--- src/rtl/ysyx_23060061_exec_ctrl.sv ---
// Multi-cycle execution control FSM: fetch/decode/execute/memory/writeback sequencing with memory timeout.
// Optional perf counters are enabled by defining YSYX_23060061_PERF_CNT_EN.
module ysyx_23060061_exec_ctrl #(
  parameter int TIMEOUT_CYCLES = 255
) (
  input  logic        clk,
  input  logic        rst_n,
  output logic        imem_req_valid,
  input  logic        imem_req_ready,
  input  logic        imem_rsp_valid,
  output logic        ir_we,
  input  logic        dec_reg_write,
  input  logic        dec_mem_write,
  input  logic        dec_is_load,
  input  logic        dec_ebreak,
  output logic        dmem_req_valid,
  output logic        dmem_wen,
  input  logic        dmem_req_ready,
  input  logic        dmem_rsp_valid,
  output logic        rf_we,
  output logic        pc_we,
  output logic        halt,
  output logic        err,
  output logic [63:0] perf_cycle,
  output logic [63:0] perf_inst
);

  typedef enum logic [3:0] {
    FETCH, IWAIT, DECODE, EXEC, MEM, MWAIT, WB, HALT, ERR
  } state_t;

  state_t      state, nxt;
  logic [15:0] tcnt;
  logic        timeout;

  // Counter sits at 0 outside the wait states, so entering a wait starts from 0.
  assign timeout = (tcnt == 16'(TIMEOUT_CYCLES - 1));

  always_ff @(posedge clk or negedge rst_n) begin
    if (!rst_n) begin
      state <= FETCH;
      tcnt  <= '0;
    end else begin
      state <= nxt;
      if (state == IWAIT || state == MWAIT) tcnt <= tcnt + 16'd1;
      else                                  tcnt <= '0;
    end
  end

  always_comb begin
    nxt            = state;
    imem_req_valid = 1'b0;
    ir_we          = 1'b0;
    dmem_req_valid = 1'b0;
    dmem_wen       = 1'b0;
    rf_we          = 1'b0;
    pc_we          = 1'b0;
    halt           = 1'b0;
    err            = 1'b0;
    unique case (state)
      FETCH: begin
        // Held low while reset is asserted even though the state is FETCH.
        imem_req_valid = rst_n;
        if (imem_req_ready) nxt = IWAIT;
      end
      IWAIT: begin
        if (imem_rsp_valid) begin
          ir_we = 1'b1;
          nxt   = DECODE;
        end else if (timeout) begin
          nxt = ERR;
        end
      end
      DECODE: nxt = EXEC;
      EXEC: begin
        if (dec_ebreak)                        nxt = HALT;
        else if (dec_is_load || dec_mem_write) nxt = MEM;
        else                                   nxt = WB;
      end
      MEM: begin
        dmem_req_valid = 1'b1;
        dmem_wen       = dec_mem_write;
        if (dmem_req_ready) nxt = MWAIT;
      end
      MWAIT: begin
        if (dmem_rsp_valid) nxt = WB;
        else if (timeout)   nxt = ERR;
      end
      WB: begin
        rf_we = dec_reg_write;
        pc_we = 1'b1;
        nxt   = FETCH;
      end
      HALT:    halt = 1'b1;
      ERR:     err  = 1'b1;
      default: nxt  = FETCH;
    endcase
  end

`ifdef YSYX_23060061_PERF_CNT_EN
  logic [63:0] cyc_q, inst_q;

  always_ff @(posedge clk or negedge rst_n) begin
    if (!rst_n) begin
      cyc_q  <= '0;
      inst_q <= '0;
    end else begin
      if (state != HALT && state != ERR) cyc_q <= cyc_q + 64'd1;
      if (state == WB)                   inst_q <= inst_q + 64'd1;
    end
  end

  assign perf_cycle = cyc_q;
  assign perf_inst  = inst_q;
`else
  assign perf_cycle = '0;
  assign perf_inst  = '0;
`endif

endmodule

--- config.mk ---
export PLATFORM = sky130hd
export DESIGN_NAME = ysyx_23060061_exec_ctrl
export DESIGN_NICKNAME = d
export VERILOG_FILES = /design/src/rtl/ysyx_23060061_exec_ctrl.sv
export SDC_FILE = /design/constraint.sdc
export NUM_CORES = 1
export LEC_CHECK = 0
export ABC_AREA = 0
export BUFFER_PORTS_ARGS = -buffer_cell sky130_fd_sc_hd__buf_2
export CAP_MARGIN = 20
export CORE_ASPECT_RATIO = 0.5
export CORE_MARGIN = 2
export CORE_UTILIZATION = 25
export DETAILED_ROUTE_END_ITERATION = 7
export PLACE_DENSITY = 0.51
export SYNTH_ARGS = -nofsm -noshare
export SYNTH_HDL_FRONTEND = slang
export SYNTH_SLANG_ARGS = --single-unit
--- constraint.sdc ---
create_clock -name clk -period 2.2 [get_ports clk]
set_clock_uncertainty 0.1 [all_clocks]
set_input_delay 0.22 -clock clk [delete_from_list [all_inputs] [get_ports clk]]
set_output_delay 0.22 -clock clk [all_outputs]
set_load 0.02 [all_outputs]
After elaboration in Yosys (flattened, before gate mapping) --
Cells that the tools add are included.
Operators by class: add/sub/neg operators 1, eq/ne operators 11, mux-type cells 18, bitwise operators 1, reduce and logical (&&, ||, !) cells 5
Operator list (number):
- $pmux 4 s7 | 1
- $mux 4 | 5
- $add 16x1->16 const B | 1
- $eq 16x8->1 const B | 1
- $eq 4x3->1 const B | 4
- $mux 16 | 1
- $mux 1 | 9
- $eq 4x2->1 const B | 2
- $eq 4x1->1 const B | 1
- $eq 4x4->1 const B | 1
- $logic_not 4->1 | 1
- $mux 2 | 2
- $ne 2x2->1 const B | 2
- $reduce_and 3->1 | 1
- $logic_or 1x1->1 | 2
- $reduce_or 2->1 | 1
- $not 1->1 | 1
Word-level totals: bits in registers 20, bits of input ports 10, word-level logic and storage cells 38

Longest topological paths before layout --
Gate-level depths: netlist (run 1).
word-level depth 4, depth in mapped cells 5, mapped depth without buffers 5

Worst setup path after synthesis (run 1) --
No wires, ideal clock.
kind reg-to-output, start reg state[1], end out dmem_wen, arrival 1.679 ns, data required time 1.880 ns, path slack 0.201 ns, cell stages (with the launch flop) 4, path buffers 1, path through dfrtp_1 -> clkbuf_1 -> nor4_1 -> and2_1
Between the ends: word-level cells in the longest chain between the ends 2
Ends and longest elaborated chain:
- from (decl) | line 32 | state_t state, nxt;
- from (signal assigned) | line 44 | state <= nxt;
- $eq 4x3->1 | line 60 | unique case (state)
- $mux 1 | line 60
- to (decl) | line 17 | output logic dmem_wen,
No other way between the ends.

Final worst setup path (run 1) --
Same ends and word-level chain as after synthesis.

==> results of run 1 <==
## final cells by class
class	count	area, µm²
Inverter	6	22.5
Timing Repair Buffer	20	110
Sequential cell	20	500
Fill cell	915	6210
Tap cell	112	140
Clock buffer	4	88.8
Multi-Input combinational cell	224	1130
## final timing paths
path	depth (start not counted)	slack [ns]	from	to
min in group asynchronous	3	0.44	rst_n	tcnt[8]$_DFF_PN0_
max reg2reg	3	0.55	tcnt[12]$_DFF_PN0_	state[2]$_DFFE_PN0P_
max	3	0.38	state[1]$_DFFE_PN0P_	dmem_wen
max in group asynchronous	3	1.35	rst_n	tcnt[13]$_DFF_PN0_
min	3	0.18	dmem_rsp_valid	state[2]$_DFFE_PN0P_
min reg2reg	1	0.45	tcnt[0]$_DFF_PN0_	tcnt[0]$_DFF_PN0_
## cell families after synthesis
logic type	after synthesis	share of synthesized area, %
adder cells (fa/ha/maj)	2	1.15
buffers and inverters	140	46.9
XOR/XNOR	3	1.21
AND/OR/NAND/NOR	65	18.6
multiplexers	7	3.34
other	1	0.173
AO/OA/AOI/OAI	19	5.59
flip-flops	20	23.0
## worst min-delay path, stage by stage
cell and delay, ns:
sky130_fd_sc_hd__buf_2 0.12, sky130_fd_sc_hd__nor2_1 0.08, sky130_fd_sc_hd__a31oi_1 0.08
## Yosys cell counts (3+ instances only)
| library cell | number | area (µm²) |
|---|---|---|
| sky130_fd_sc_hd__nand3_1 | 6 | 30.0 |
| sky130_fd_sc_hd__nor2_1 | 11 | 41.3 |
| sky130_fd_sc_hd__nor4_1 | 6 | 37.5 |
| sky130_fd_sc_hd__clkbuf_1 | 3 | 11.3 |
| sky130_fd_sc_hd__nand2_1 | 9 | 33.8 |
| sky130_fd_sc_hd__or4_1 | 4 | 30.0 |
| sky130_fd_sc_hd__mux2i_1 | 5 | 50.1 |
| sky130_fd_sc_hd__buf_4 | 129 | 968 |
| sky130_fd_sc_hd__inv_1 | 6 | 22.5 |
| sky130_fd_sc_hd__or3_1 | 4 | 25.0 |
| sky130_fd_sc_hd__o31ai_1 | 4 | 30.0 |
| sky130_fd_sc_hd__and2_1 | 3 | 18.8 |
| sky130_fd_sc_hd__dfrtp_1 | 20 | 500 |
| sky130_fd_sc_hd__a21oi_1 | 8 | 40.0 |
| sky130_fd_sc_hd__nand2b_1 | 5 | 31.3 |
## flip-flops by register name (all words and copies together), names as in the netlist
register  cells
state         4
tcnt         16
## report_power, final
group | internal, µW | total [µW] | switching (µW) | leakage [µW]
clock | 277 | 415 | 138 | 0.0000442
sequential | 413 | 511 | 97.8 | 0.000271
combinational | 195 | 650 | 455 | 0.000720
## what timing repair did
item | 4_1_cts | 5_1_grt
endpoints found under the hold margin | 20 | 0
hold buffers | 1 | 0
setup endpoints to repair | 0 | 0
## through the flow
step / setup slack [ns] / cells / util (%)
finish: 0.378 / 386 / 24.3
global placement: 0.584 / 381 / 23.1
detailed placement: 0.553 / 381 / 23.1
global route: 0.268 / 386 / 24.3
CTS: 0.348 / 386 / 24.3
floorplan: 0.201 / 384 / -
## per-layer routing
layer  GRT usage, %  part of all wire [%]  vias to the layer above
li1               -                     -                      632
met1           8.60                    42                      598
met2           10.7                    48                       81
met3           2.69                   9.7                        2
met4           2.08                  0.77                        0
met5              0                     0                        -
==> flow_metrics.py, run 1 <==
metrics = {
    "layout": {
        "finalNetCount": 287,
        "antennaDiodeCount": 0,
        "syn_to_final_growth_pct": -8.29,
        "mostFrequentLayoutCells": "sky130_fd_sc_hd__conb_1 (128), sky130_fd_sc_hd__dfrtp_1 (20), sky130_fd_sc_hd__buf_2 (17)",
        "post_route_cells_drive_above_1_share_pct": 11.7,
        "final_design_area_no_fill_um2": 1990,
        "layout_commonest_cell": "sky130_fd_sc_hd__conb_1",
    },
    "power": {
        "ir_worst_vdd_v": 0.000272,
        "cellPowerDensity_nw_per_um2": 791,
        "totalPowerFinal_uw": 1580,
        "p_leak_uw": 0.00104,
    },
    "cts": {
        "clock_tree_from_tritoncts": "done",
        "htree_num_levels": 1,
        "cts_sinks": 20,
        "clkTransAtPathRegs_ns": 0.06,
        "post-cts-setup-buffers": 0,
        "clock_latency_ns": 0.25,
        "cts.root.buffer_cell": "sky130_fd_sc_hd__clkbuf_16",
        "max-clock-path-buffers": 2,
        "tritoncts.num_buffers": 3,
        "cts_repair_resize_count": 0,
    },
    "logic_synthesis": {
        "postSynthCellCount": 257,
        "ys.flop_type": "sky130_fd_sc_hd__dfrtp_1",
        "synthesis.area_um2": 2170,
        "postSynthAreaPerCell_um2": 8.45,
        "synth_enable_flop_cells": 0,
        "post_synth_num_cell_types": 42,
        "synth_seq_cells": 20,
        "async_reset_ff_share_pct": 100,
        "ys_warn_count": 0,
        "synth_sequential_area_ratio_pct": 23.0,
    },
    "place": {
        "gpl.final_weighted_congestion": 0.748,
        "hpwlAfterDp_mm": 2.73,
        "port_buffers": 17,
        "area_after_detailed_placement_um2": 1890,
    },
    "sta": {
        "max_slew.worst_pin.slew_ns": 0.579,
        "rsz_0062_raised_after_global_routing": "false",
        "slew-limit-headroom_pct": 61.2,
        "setup_total_negative_slack_ns": 0,
        "maximum_clock_rate_ghz": 0.549,
        "final-setup-viol-count": 0,
        "min_period_over_period_pct": 82.8,
        "number_of_max_slew_violations_in_the_final_report": 0,
        "finalHoldWorstSlack_ns": 0.185,
        "fin_crit_ns": 1.82,
        "final_hold_viol_count": 0,
    },
    "global_route": {
        "grt_pass1_vias": 992,
        "grt_pass1_wl_mm": 4.98,
        "grt-ovfl-total": 0,
        "overall_global_routing_resource_usage_pct": 6.82,
        "maximum_number_of_pins_on_one_net_before_global_route_repair": 21,
        "antenna_found_initial": 0,
    },
    "drt": {
        "dr_total_vias": 1313,
        "final_antenna_net_count": 0,
        "totalWireLength_mm": 3.50,
        "viasPerCell": 3.40,
        "drt_first_iter_violations": 57,
        "drc_errors": 0,
        "dr.pass1.iters": 4,
        "drt-wirelength-per-cell_um": 9.08,
    },
    "flow_run": {
        "drv.max_cap_violation_count": 0,
    },
    "critical_path": {
        "crit_slowest_cell": "sky130_fd_sc_hd__dfrtp_1",
        "critical_path.cell_chain": "nor4_1 -> and2_1 -> buf_2",
        "worst-endpoint-required_ns": 1.88,
        "timing.critical_path.buf_inv": 1,
        "critical_path_end_type": "primary output",
        "cp_max_fo": 12,
        "start_kind": "flop",
        "critical_path.max_stage_delay_ns": 0.50,
        "cp.arrival_ns": 1.50,
        "critPathTopFamily": "simple AND/OR/NAND/NOR gates",
        "critical_path_type": "flop to primary output",
    },
    "floorplan": {
        "initial_utilization_pct": 26.5,
        "dieArea_um2": 9500,
        "fp-row-count": 23,
        "core_area_um2": 8200,
        "fp.dieH_um": 69.9,
        "ioPinCount": 146,
        "fp.dieW_um": 136,
    },
    "status": {
        "run_status": "finished clean",
    },
    "worst_hold_path": {
        "timing.hold.worst.class": "primary input to flop",
    },
}
Note: power is estimated with default switching activity, not from simulation.
==> inputs of run 2 (changes only) <==
- clock period: 2.2 -> 1.7 ns (I/O delays scaled with it)
==> run 2 against run 1 <==
First-iteration DRC count decreased by 3.5%. Critical path depth increased by 1. Setup slack got worse by 0.34 ns. Sequential power increased by 21%. Clock power increased by 56%. Via count increased by 3.9%. Non-clock buffer count increased by 13. Wire length increased by 2.6%. Largest power group unchanged. Highest routed layer unchanged.
==> flow_metrics.py, run 2 (synthesis results as in run 1) <==
metrics = {
    "status": {
        "run_status": "finished clean",
    },
    "place": {
        "gpl.final_weighted_congestion": 0.748,
        "dp_worst_setup_slack_ns": 0.0480,
        "hpwlAfterDp_mm": 2.83,
        "port_buffers": 17,
        "area_after_detailed_placement_um2": 1980,
    },
    "layout": {
        "mostFrequentLayoutCells": "sky130_fd_sc_hd__conb_1 (128), sky130_fd_sc_hd__dfrtp_1 (16), sky130_fd_sc_hd__buf_2 (15), sky130_fd_sc_hd__buf_4 (15), sky130_fd_sc_hd__nor2_1 (11)",
        "final_design_area_no_fill_um2": 2150,
        "post_route_cells_drive_above_1_share_pct": 18.5,
        "layout_commonest_cell": "sky130_fd_sc_hd__conb_1",
        "antennaDiodeCount": 0,
        "top_register": "tcnt",
        "final.fill_count": 909,
        "biggestRegsByFlops": "tcnt: 16 flops, state: 4 flops",
        "largest_register_ffs": 16,
        "syn_to_final_growth_pct": -0.922,
        "regArea_um2": 505,
        "finalNetCount": 300,
        "multi_input_comb_area_um2": 1160,
    },
    "critical_path": {
        "regToRegStartpoint": "tcnt[3]$_DFF_PN0_",
        "start_kind": "flop",
        "critical_path_end_type": "primary output",
        "critical_path.reg2reg.endpoint": "tcnt[9]$_DFF_PN0_",
        "cp_max_fo": 6,
        "worst_reg2reg_setup_slack_ns": 0.11,
        "worst-endpoint-required_ns": 1.43,
        "critical_path_type": "flop to primary output",
        "cp.arrival_ns": 1.39,
        "reg2reg_depth": 3,
    },
    "floorplan": {
        "initial_utilization_pct": 26.5,
        "core_area_um2": 8200,
        "fp.dieH_um": 69.9,
        "ioPinCount": 146,
        "fp-row-count": 23,
        "fp.dieW_um": 136,
        "dieArea_um2": 9500,
    },
    "cts": {
        "cts.root.buffer_cell": "sky130_fd_sc_hd__clkbuf_16",
        "clkTransAtPathRegs_ns": 0.06,
        "clock_latency_ns": 0.25,
        "max-clock-path-buffers": 2,
        "tritoncts.num_buffers": 3,
        "clock_tree_from_tritoncts": "done",
        "cts_sinks": 20,
        "htree_num_levels": 1,
    },
    "global_route": {
        "grt_pass1_vias": 1043,
        "grt_pass1_wl_mm": 5.10,
        "grt-ovfl-total": 0,
        "overall_global_routing_resource_usage_pct": 6.86,
        "antenna_found_initial": 0,
        "maximum_number_of_pins_on_one_net_before_global_route_repair": 21,
    },
    "drt": {
        "drt_first_iter_violations": 55,
        "drt-wirelength-per-cell_um": 9.01,
        "final_antenna_net_count": 0,
        "dr_total_vias": 1364,
        "drc_errors": 0,
        "totalWireLength_mm": 3.59,
        "viasPerCell": 3.42,
        "dr.pass1.iters": 4,
    },
    "sta": {
        "rsz_0062_raised_after_global_routing": "true",
        "maximum_clock_rate_ghz": 0.601,
        "final-setup-viol-count": 0,
        "layout_setup_ws_ns": 0.0362,
        "final_hold_viol_count": 0,
        "fin_crit_ns": 1.66,
        "number_of_max_slew_violations_in_the_final_report": 0,
        "min_period_over_period_pct": 97.9,
    },
    "power": {
        "ir_worst_vdd_v": 0.000474,
        "p_leak_uw": 0.00111,
        "cellPowerDensity_nw_per_um2": 1090,
    },
    "worst_hold_path": {
        "hold_path_end": "state[2]$_DFFE_PN0P_",
        "number_of_cells_on_the_worst_hold_path": 3,
        "timing.hold.worst.class": "primary input to flop",
        "worstHoldStart": "dmem_rsp_valid",
    },
    "flow_run": {
        "drv.max_cap_violation_count": 0,
    },
}
run 2: per-stage QoR:
stage	power, µW	cells	hold WS, ns	util (%)	TNS (ns)
finish	2350	399	0.131	26.2	0
global route	2520	399	0.145	26.2	-0.0555
CTS	2340	396	0.134	25.6	0
detailed placement	1640	390	0.131	24.1	0
global placement	1640	390	0.140	24.1	0
floorplan	1600	384	-0.226	-	0
run 2: worst max-delay path, stage by stage (launching register included):
cell and delay (ns):
sky130_fd_sc_hd__dfrtp_2 0.45, sky130_fd_sc_hd__buf_6 0.14, sky130_fd_sc_hd__nor4_4 0.25, sky130_fd_sc_hd__and2_1 0.18, sky130_fd_sc_hd__buf_6 0.12
run 2: worst max-delay path by stage:
stage,startpoint,endpoint,slack (ns),cells past startpoint
final,state[3]$_DFFE_PN0P_,dmem_wen,0.04,4
after global routing,state[3]$_DFFE_PN0P_,dmem_wen,-0.05,4
after CTS,state[1]$_DFFE_PN0P_,imem_req_valid,0.01,4
after detailed placement,tcnt[12]$_DFF_PN0_,state[2]$_DFFE_PN0P_,0.05,3
after global placement,tcnt[12]$_DFF_PN0_,state[2]$_DFFE_PN0P_,0.09,3
after floorplan,state[1]$_DFFE_PN0P_,dmem_wen,0.12,3
run 2: routing by layer:
| metal | vias to the layer above | global-route usage [%] | share of wire, % |
|---|---|---|---|
| met1 | 629 | 8.37 | 41 |
| met2 | 77 | 11.4 | 49 |
| met4 | 0 | 2.43 | 1.1 |
| li1 | 656 | - | - |
| met3 | 2 | 2.18 | 8.8 |
| met5 | - | 0 | 0 |
run 2: what timing repair did:
action                                  CTS  global route
hold buffers                              1             0
resized for setup                         2             9
hold endpoints to repair                 20             0
pin swaps                                 0             3
endpoints found under the setup margin    1            13
setup buffers                             1             3
run 2: layout make-up:
cell class              instances  share of cell area, %
inverters                       6                   1.05
clock buffers                   3                   3.49
clock inverters                 1                   1.40
multi-input cells             224                   53.8
well taps                     112                   6.51
flip-flops and latches         20                   23.5
repair buffers                 33                   10.2
run 2: report_power, final:
| part | internal, µW | total [µW] | switching, µW | leakage, µW |
|---|---|---|---|---|
| combinational | 380 | 1080 | 701 | 0.000794 |
| clock | 467 | 649 | 182 | 0.0000511 |
| sequential | 543 | 618 | 75.0 | 0.000266 |
| total | 1390 | 2350 | 958 | 0.00111 |
==> inputs of run 3 (changes only) <==
- SETUP_SLACK_MARGIN: default -> 0.1
==> run 3 against run 2 <==
Clock power rose by 2%. Critical path type unchanged. Design area up 7.8%. Via count is 3.9% higher. First-iteration DRC count down 5.5%. Global-route usage is 0.15 points higher. Combinational power grew 15%. Non-clock buffer count is 6 higher. Wire length up 8.8%. Fmax up 1.5%. Die area stayed put. Largest cell class unchanged. Highest routed layer unchanged. Utilization is 2.1 points higher. Setup slack improved by 0.024 ns.
==> flow_metrics.py, run 3 (synthesis results as in run 1) <==
metrics = {
    "status": {
        "run_status": "finished clean",
    },
    "cts": {
        "clock_tree_from_tritoncts": "done",
        "htree_num_levels": 1,
        "cts.root.buffer_cell": "sky130_fd_sc_hd__clkbuf_16",
        "tritoncts.num_buffers": 3,
        "cts_sinks": 20,
        "clkTransAtPathRegs_ns": 0.06,
        "clock_latency_ns": 0.26,
        "max-clock-path-buffers": 2,
    },
    "power": {
        "p_leak_uw": 0.00116,
        "cellPowerDensity_nw_per_um2": 1090,
        "p_clk_share_pct": 26.1,
        "p_comb_share_pct": 48.9,
        "ir_worst_vdd_v": 0.000518,
        "power.share.switching_pct": 41.0,
        "power_frac_seq_pct": 25.0,
        "intPower_uw": 1490,
        "total_switching_power_uw": 1040,
    },
    "layout": {
        "layout_commonest_cell": "sky130_fd_sc_hd__conb_1",
        "syn_to_final_growth_pct": 6.86,
        "post_route_cells_drive_above_1_share_pct": 25.2,
        "top_register": "tcnt",
        "final_cell_count_no_fill": 406,
        "finalNetCount": 307,
        "biggestRegsByFlops": "tcnt: 16 flops, state: 4 flops",
        "antennaDiodeCount": 0,
        "final_design_area_no_fill_um2": 2320,
        "mostFrequentLayoutCells": "sky130_fd_sc_hd__conb_1 (128), sky130_fd_sc_hd__buf_4 (20), sky130_fd_sc_hd__dfrtp_1 (13)",
        "largest_register_ffs": 16,
    },
    "worst_hold_path": {
        "worstHoldStart": "dmem_rsp_valid",
        "hold_path_end": "state[2]$_DFFE_PN0P_",
        "number_of_cells_on_the_worst_hold_path": 3,
        "timing.hold.worst.class": "primary input to flop",
    },
    "sta": {
        "rsz_0062_raised_after_global_routing": "true",
        "min_period_over_period_pct": 96.4,
        "final-setup-viol-count": 0,
        "fin_crit_ns": 1.64,
        "final_hold_viol_count": 0,
        "layout_setup_ws_ns": 0.0606,
        "maximum_clock_rate_ghz": 0.610,
        "finalHoldWorstSlack_ns": 0.128,
        "number_of_max_slew_violations_in_the_final_report": 0,
    },
    "drt": {
        "dr_total_vias": 1417,
        "totalWireLength_mm": 3.91,
        "drc_errors": 0,
        "final_antenna_net_count": 0,
        "dr.pass1.iters": 4,
        "drt-wirelength-per-cell_um": 9.63,
        "viasPerCell": 3.49,
        "drt_first_iter_violations": 52,
    },
    "critical_path": {
        "cp_max_fo": 4,
        "regToRegStartpoint": "tcnt[12]$_DFF_PN0_",
        "critical_path_type": "flop to primary output",
        "critical_path.reg2reg.endpoint": "state[2]$_DFFE_PN0P_",
        "worst-endpoint-required_ns": 1.43,
        "setup.worst_path.start": "state[3]$_DFFE_PN0P_",
        "start_kind": "flop",
        "reg2reg_depth": 3,
        "worst_reg2reg_setup_slack_ns": 0.15,
        "critical_path_end_type": "primary output",
        "cp.arrival_ns": 1.37,
    },
    "global_route": {
        "grt_pass1_vias": 1054,
        "overall_global_routing_resource_usage_pct": 7.02,
        "grt_pass1_wl_mm": 5.21,
        "antenna_found_initial": 0,
        "grt-ovfl-total": 0,
        "maximum_number_of_pins_on_one_net_before_global_route_repair": 21,
    },
    "floorplan": {
        "fp.dieW_um": 136,
        "core_area_um2": 8200,
        "ioPinCount": 146,
        "fp.dieH_um": 69.9,
        "initial_utilization_pct": 26.5,
        "dieArea_um2": 9500,
        "fp-row-count": 23,
    },
    "flow_run": {
        "drv.max_cap_violation_count": 0,
    },
    "place": {
        "dp.cells": 390,
        "dp_worst_setup_slack_ns": 0.0480,
        "port_buffers": 17,
        "gpl.final_weighted_congestion": 0.748,
        "hpwlAfterDp_mm": 2.83,
        "area_after_detailed_placement_um2": 1980,
    },
}
==> run 3: layer usage <==
layer	GRT usage [%]	wire length (µm)
met5	0	0
met4	2.43	41
met3	2.18	312
met1	8.55	1650
met2	11.7	1900
==> run 3: how the worst max path moves through the flow <==
stage	to	cells past startpoint	slack, ns
after detailed placement	state[2]$_DFFE_PN0P_	3	0.05
after global placement	state[2]$_DFFE_PN0P_	3	0.09
after CTS	dmem_wen	4	0.04
final	dmem_wen	4	0.06
after floorplan	dmem_wen	3	0.12
after global routing	dmem_wen	4	-0.02
==> run 3: cell type report <==
class,instances,area [µm²]
Clock buffer,3,75.1
Clock inverter,1,30.0
Fill cell,895,5880
Inverter,6,22.5
Multi-Input combinational cell,225,1250
Sequential cell,20,509
Tap cell,112,140
Timing Repair Buffer,39,297
==> run 3: critical path: stages (launching register included) <==
cell	delay [ns]
sky130_fd_sc_hd__dfrtp_2	0.43
sky130_fd_sc_hd__buf_6	0.14
sky130_fd_sc_hd__nor4_4	0.25
sky130_fd_sc_hd__and2_1	0.18
sky130_fd_sc_hd__buf_6	0.12
==> run 3: power by group through the flow <==
stage / combinational, µW / sequential [µW] / clock (µW)
final: 1240 / 631 / 659
after floorplan: 1020 / 581 / 0
after CTS: 1100 / 617 / 672
after detailed placement: 1010 / 632 / 0
after global routing: 1360 / 646 / 692
after global placement: 1010 / 631 / 0
==> run 3: timing repair <==
action,4_1_cts,5_1_grt
endpoints found under the hold margin,20,0
resized for setup,13,22
pin swaps,3,8
buffers inserted,4,6
setup endpoints to repair,13,20
hold buffers,1,0
cloned,0,1
==> run 3: per-stage QoR <==
step                      util (%)  power [µW]  TNS (ns)
after CTS                     26.4        2390         0
after floorplan                  -        1600         0
after detailed placement      24.1        1640         0
after global routing          28.3        2700   -0.0177
final                         28.3        2530         0
after global placement        24.1        1640         0
